--- src/rtl/timer_pkg.sv ---
// Shared definitions for the countdown timer: FSM states, register map
// indices, CTRL field positions and mode encodings.
package timer_pkg;

    typedef enum logic [1:0] {
        ST_IDLE = 2'd0,
        ST_LOAD = 2'd1,
        ST_CNT  = 2'd2,
        ST_INT  = 2'd3
    } state_t;

    localparam logic [1:0] REG_CTRL   = 2'd0;
    localparam logic [1:0] REG_PRESET = 2'd1;
    localparam logic [1:0] REG_COUNT  = 2'd2;

    localparam int CTRL_EN      = 0;
    localparam int CTRL_MODE_LO = 1;
    localparam int CTRL_MODE_HI = 2;
    localparam int CTRL_IM      = 3;

    localparam logic [1:0] MODE_ONESHOT = 2'd0;
    localparam logic [1:0] MODE_RELOAD  = 2'd1;

endpackage

--- src/rtl/timer_dev.sv ---
// Memory-mapped countdown timer with one-shot and (optional) auto-reload modes.
// Define TIMER_AUTORELOAD_EN to implement mode 1 reload; otherwise all modes are one-shot.
module timer_dev
    import timer_pkg::*;
(
    input  logic        clk,
    input  logic        reset,
    input  logic [1:0]  addr,
    input  logic [3:0]  byte_en,
    input  logic [31:0] wdata,
    output logic [31:0] rdata,
    output logic        irq
);

    state_t      state;
    logic [3:0]  ctrl;
    logic [31:0] preset;
    logic [31:0] count;
    logic        irq_flag;

    logic        word_wr;
    logic        ctrl_wr;
    logic        preset_wr;
    logic        reload_mode;
    logic        expire;
    logic [3:0]  ctrl_nxt;
    logic        flag_nxt;

    // Partial byte enables are dropped outright; there is no lane merge.
    assign word_wr   = (byte_en == 4'b1111);
    assign ctrl_wr   = word_wr && (addr == REG_CTRL);
    assign preset_wr = word_wr && (addr == REG_PRESET);

`ifdef TIMER_AUTORELOAD_EN
    assign reload_mode = (ctrl[CTRL_MODE_HI:CTRL_MODE_LO] == MODE_RELOAD);
`else
    assign reload_mode = 1'b0;
`endif

    assign expire = (state == ST_CNT) && ctrl[CTRL_EN] && (count <= 32'd1);

    // Later assignments take priority: FSM update, then software write, then expiry set.
    always_comb begin
        // NOTE: every signal gets a default first so no latch is inferred.
        ctrl_nxt = ctrl;
        flag_nxt = irq_flag;
        if (state == ST_INT) begin
            if (reload_mode) flag_nxt = 1'b0;
            else             ctrl_nxt[CTRL_EN] = 1'b0;
        end
        if (ctrl_wr)              ctrl_nxt = wdata[3:0];
        if (ctrl_wr || preset_wr) flag_nxt = 1'b0;
        if (expire)               flag_nxt = 1'b1;
    end

    // irq is driven from next-state values so it rises on the same edge as irq_flag.
    always_ff @(posedge clk) begin
        // NOTE: non-blocking assignments keep every register reading pre-edge values.
        if (reset) begin
            state    <= ST_IDLE;
            ctrl     <= 4'd0;
            preset   <= 32'd0;
            count    <= 32'd0;
            irq_flag <= 1'b0;
            irq      <= 1'b0;
        end else begin
            ctrl     <= ctrl_nxt;
            irq_flag <= flag_nxt;
            irq      <= flag_nxt & ctrl_nxt[CTRL_IM];
            if (preset_wr) preset <= wdata;

            case (state)
                ST_IDLE: if (ctrl[CTRL_EN]) state <= ST_LOAD;
                ST_LOAD: begin
                    count <= preset;
                    state <= ST_CNT;
                end
                ST_CNT: begin
                    if (!ctrl[CTRL_EN]) begin
                        state <= ST_IDLE;
                    end else if (count > 32'd1) begin
                        count <= count - 32'd1;
                    end else begin
                        count <= 32'd0;
                        state <= ST_INT;
                    end
                end
                ST_INT:  state <= reload_mode ? ST_LOAD : ST_IDLE;
                default: state <= ST_IDLE;
            endcase
        end
    end

    always_comb begin
        rdata = 32'd0;
        case (addr)
            REG_CTRL:   rdata = {28'd0, ctrl};
            REG_PRESET: rdata = preset;
            REG_COUNT:  rdata = count;
            default:    rdata = 32'd0;
        endcase
    end

endmodule

--- config.mk ---
export PLATFORM = sky130hd
export DESIGN_NAME = timer_dev
export DESIGN_NICKNAME = d
export VERILOG_FILES = /design/src/rtl/timer_pkg.sv /design/src/rtl/timer_dev.sv
export SDC_FILE = /design/constraint.sdc
export NUM_CORES = 1
export LEC_CHECK = 0
export BUFFER_PORTS_ARGS = -buffer_cell sky130_fd_sc_hd__buf_2
export CAP_MARGIN = 20
export CORE_ASPECT_RATIO = 0.8
export CORE_UTILIZATION = 51
export CTS_CLUSTER_SIZE = 24
export DETAILED_ROUTE_END_ITERATION = 16
export GPL_TIMING_DRIVEN = 0
export PLACE_DENSITY = 0.75
export SETUP_SLACK_MARGIN = 0.1
export SLEW_MARGIN = 20
export SYNTH_ARGS = -nofsm -noshare
export SYNTH_HDL_FRONTEND = slang
export SYNTH_SLANG_ARGS = --single-unit
--- constraint.sdc ---
create_clock -name clk -period 2.3 [get_ports clk]
set_input_delay 0.46 -clock clk [delete_from_list [all_inputs] [get_ports clk]]
set_output_delay 0.46 -clock clk [all_outputs]
set_load 0.05 [all_outputs]
## After elaboration in Yosys (flattened, before gate mapping)

Index checks and enable logic that the tools add are counted.

- Flip-flop bits (word level): 72
- Bits in latches: 0
- Bits in writable memories: 0
- Bits in read-only memories: 0
- Input port bits: 40
- Word-level logic and storage cells: 44
- Memories: 0

- Add/subtract/negate cells: 1
- $mul: 0
- Divide/modulo/power cells: 0
- $lt $le $gt $ge: 2
- Equal/unequal tests: 9
- Shift operators: 0
- Multiplexer cells: 12
- Bitwise operators: 1
- Reductions and logical operators: 11

Operators with widths:

| cell | number |
|---|---|
| $pmux 32 s3 | 1 |
| $mux 32 | 2 |
| $pmux 32 s2 | 1 |
| $gt 32x1->1 const B | 1 |
| $le 32x1->1 const B | 1 |
| $sub 32x1->32 const B | 1 |
| $pmux 2 s4 | 1 |
| $eq 2x2->1 const B | 3 |
| $mux 2 | 3 |
| $eq 2x1->1 const B | 2 |
| $eq 4x4->1 const B | 1 |
| $logic_and 1x1->1 | 4 |
| $logic_not 2->1 | 2 |
| $mux 4 | 1 |
| $ne 2x2->1 const B | 2 |
| $reduce_and 2->1 | 2 |
| $reduce_bool 2->1 | 2 |
| $mux 1 | 3 |
| $ne 3x3->1 const B | 1 |
| $and 1x1->1 | 1 |
| $logic_or 1x1->1 | 1 |

## Depth between registers and ports, before layout

- Depth after elaboration: 6
- Mapped depth: 9
- Depth with buffers taken out: 8

## Least setup slack after synthesis

No wires, ideal clock.

- Path type: input to output
- Start: input port addr[1]
- End: output port rdata[10]
- Arrival time: 1.941 ns
- Setup slack: -0.101 ns
- Stages: 5
- Cell sequence: clkbuf_1 nor2b_1 clkbuf_1 clkbuf_1 a22o_1

- Cells in the longest elaborated chain, start to end: 2
- Elaborated cells on any way between the ends: 4
- Those cells by class: 2 x eq/ne; 1 x mux; 1 x reduce/logical

Ends and longest elaborated chain:

| element | line | text |
|---|---|---|
| from (decl) | timer_dev.sv:8 | `input logic [1:0] addr,` |
| $eq 2x2->1, or another cell as far along | timer_dev.sv:96 | `case (addr)` |
| $pmux 32 s3 * | timer_dev.sv:96 |  |
| to (decl) | timer_dev.sv:11 | `output logic [31:0] rdata,` |

Mark *: on every way between the ends. The rest lies on a longest branch, timed or not.

## Worst setup path after layout

- Start: register count[0]
- End: register count[10]

- Cells in the longest elaborated chain, start to end: 4
- Elaborated cells on any way between the ends: 5
- Those cells by class: 1 x add/sub; 1 x order compare; 3 x mux

Ends and longest elaborated chain:

| element | line | text |
|---|---|---|
| from (decl) | timer_dev.sv:18 | `logic [31:0] count;` |
| from (signal assigned) | timer_dev.sv:75 | `count <= preset;` |
| from (signal assigned) | timer_dev.sv:82 | `count <= count - 32'd1;` |
| $sub 32x1->32 / $gt 32x1->1 (equally long branches) | timer_dev.sv:82, timer_dev.sv:81 |  |
| $mux 32 * | timer_dev.sv:81 | `end else if (count > 32'd1) begin` |
| $mux 32 * | timer_dev.sv:79 | `if (!ctrl[CTRL_EN]) begin` |
| $pmux 32 s2 * | timer_dev.sv:72 | `case (state)` |

Mark *: on every way between the ends. The rest lies on a longest branch, timed or not. The select of a mux whose other input is x is not followed.
A chain may end at the register's enable or synchronous reset.

==> metrics.txt <==
Final setup viols=1; Placer Congestion=0.929; full die area=8320 um2; Clock Skew=0.00794 ns; First-pass DRT Iterations=5; DRT antenna net count=0; most used cell, CP=buf_4; RSZ-0062 raised after global routing=yes; crit start category=flop; hold crit path type=in2reg; Critical Path RT=2.56 ns; Lkg Pwr=0.00211 uW; Async SR Flop Fraction=0%; die width=102 um; first-pass GRT wire length=22200 um; Worst VDD drop=0.000340 V; Die Y=81.8 um; Net Sw Frac=between 20% and 30%; worst path arrival time=2.57 ns; Ports=73; # Max-Cap Violations=0; Worst Setup SP=count[0]$_SDFFE_PP0P_; Final Hold Viols=0; Initial Utilization=a little over half; number of synthesized flops with an enable pin=0; register area share after synthesis=between 30% and 40%; Worst-Margin Slew=0.796 ns; Design Power=2550 uW; violated checks=negative setup slack; endpoint type of the worst setup path=flop; outcome=finished with violations; final worst slack=-0.0115 ns; TritonCTS Buffers=9; clk slew on worst S/H paths=0.09 ns; clock sinks=72; Comb power frac=about 9.7%; Worst path max stage delay=0.36 ns; Layout area overhead=30.6%; routed via count=4774; register area=1470 um2; CTS tree=yes; max-slew violation count=0; Final Non-Filler Cells=760; DRC=0; Synth Flop Type=dfxtp_1; final wirelength=15000 um; # diodes=0; Hold-fix buffers, CTS=0; syn nets=592; Nets=between 600 and 700; CP top delay family=simple AND/OR/NAND/NOR gates; vias in the first global route=4244; Core ar.=7530 um2; vias per std cell=around 6.3; Worst R2R Start=count[0]$_SDFFE_PP0P_; initial antenna violation count=0; H-tree levels=3; Cell Int Power=1850 uW; Clock Tree Buf Depth=2; part of the cycle the worst path needs=100%; FF+latch count, synth=72; Starting DRT DRC Count=542; CP Class=reg2reg; multi-input logic area=2650 um2; Hold WS=approximately 0.33 ns; placed insts=a little over 700; power share of the clock group=approximately two fifths; HP Start=wdata[26]; Rows=28; placed wire-length estimate=slightly above 10000 um; largest net degree at the start of global routing=14; Mapped Avg Cell Area=roughly 7.4 um2; Slew headroom=46.9%; Clk Latency, worst-skew pair=0.36 ns; critical path cell sequence=buf_4, inv_1, ha_2, nor3b_4, buf_4, nand3_1, nor3_1, xnor2_1, o21ai_0, and3_1; CP Buf/Inv Count=3; Fillers=632; Worst path slowest cell=nor3_1; synthesized area=4060 um2; port bufs=70; Ys Warns=0; GRT overflow=0; cell count after synthesis=550; CP Max Fanout=7; Fmax=0.433 GHz; sequential power share=around half; synth unique cells=47; total track usage=a little over a third; power density cells=481 nW/um2; Routed WL per cell=between 15 and 20 um; minimum clock period after layout=2.31 ns; P_sw=704 uW; root buffer cell=clkbuf_8; proportion of layout cells with a drive suffix above 1=between 30% and 40%
tightest hold or removal path: cells and delay by family:
kind                   cells  cell delay, ns
AO/OA/AOI/OAI              1            0.05
buffers and inverters      1            0.10
AND/OR/NAND/NOR            1            0.04
area by class of cell:
class | count | area share (%)
buffer | 40 | 5.15
inverter | 6 | 0.425
sequential | 72 | 27.8
clock inverter | 6 | 1.30
multi-input combinational | 430 | 50.0
timing repair buffer | 91 | 10.5
tap | 105 | 2.48
clock buffer | 10 | 2.41
per-layer routing:
metal  vias up  global-route usage [%]  wire length (um)
met3        51                    7.91              1760
met1      2209                    50.5              6430
met5         -                       0                 0
li1       2171                       -                 -
met2       343                    53.5              6410
met4         0                    13.6               443
stage by stage:
stage / TNS [ns] / util (%) / worst slack [ns] / cell area [um2]
3_5_place_dp: -19.75 / 60.8 / -0.698 / 4580
6_report: -0.0115 / 70.3 / -0.0115 / 5300
5_1_grt: -0.0965 / 70.3 / -0.0342 / 5300
4_1_cts: 0 / 66.6 / 0.0211 / 5020
3_3_place_gp: -19.37 / 60.8 / -0.726 / 4580
2_1_floorplan: 0 / - / 0.0325 / 4100
state kept, by name, summed over array words and instances (netlist names):
signal / cells
count: 32
preset: 32
irq: 1
irq_flag: 1
ctrl: 4
state: 2
power groups by stage:
stage / logic, uW / registers (uW) / clock network (uW)
floorplan: 120 / 1290 / 0
finish: 248 / 1250 / 1050
global route: 262 / 1250 / 1090
detailed placement: 202 / 1290 / 0
global placement: 201 / 1290 / 0
CTS: 224 / 1250 / 1040
repair_timing:
item / CTS / global route
gates cloned: 0 / 1
pin swaps: 10 / 8
gates resized for setup: 53 / 50
setup endpoints to repair: 66 / 55
buffers inserted: 11 / 9
synth_stat cells (all sizes together), types with 5 or more instances:
library cell	n	area share, %
a211oi	22	4.2
a21oi	60	7.4
a22o	28	6.0
a22oi	5	0.93
and3	5	0.77
buf	6	1.3
clkbuf	36	3.3
dfxtp	72	36
inv	6	0.56
mux2i	8	2.0
nand2	118	11
nand2b	7	1.1
nand3	8	0.99
nand4	5	0.93
nor2	35	3.2
nor2b	6	0.93
nor3	20	2.6
nor4	10	2.4
o21ai	54	6.7
or3	5	0.77
or4	7	1.5
xnor2	5	1.1
cell families (layout without fill, tap and decap cells):
kind of cell	after synthesis	in the layout	synth area share (%)
buffers and inverters	48	153	5.21
adders and majority gates	2	2	0.617
AOI/OAI and AO/OA	179	179	27.4
muxes	8	8	1.97
and+or+nand+nor	233	233	27.5
xor gates and xnor gates	8	8	1.73
DFF	72	72	35.5
path summary, 6_finish.rpt:
path | end | slack [ns] | cells past startpoint
min | preset[26]$_SDFFE_PP0P_ | 0.33 | 3
max reg2reg | count[10]$_SDFFE_PP0P_ | -0.01 | 10
min reg2reg | preset[1]$_SDFFE_PP0P_ | 0.48 | 2
max | count[10]$_SDFFE_PP0P_ | -0.01 | 10
placed cells by master, fill, tap and decap left out, types with 7 or more instances in the layout:
cell type,n
o21ai_0,49
nor2_1,34
clkbuf_1,20
dfxtp_4,7
clkbuf_2,7
a211oi_1,16
nand2_1,111
nor3_1,14
a22o_2,20
a22o_1,8
a21oi_1,60
buf_2,64
nand2b_1,7
mux2i_1,8
dfxtp_1,62
clkbuf_8,15
buf_4,21
No activity file was read; power rests on OpenSTA's default activity.
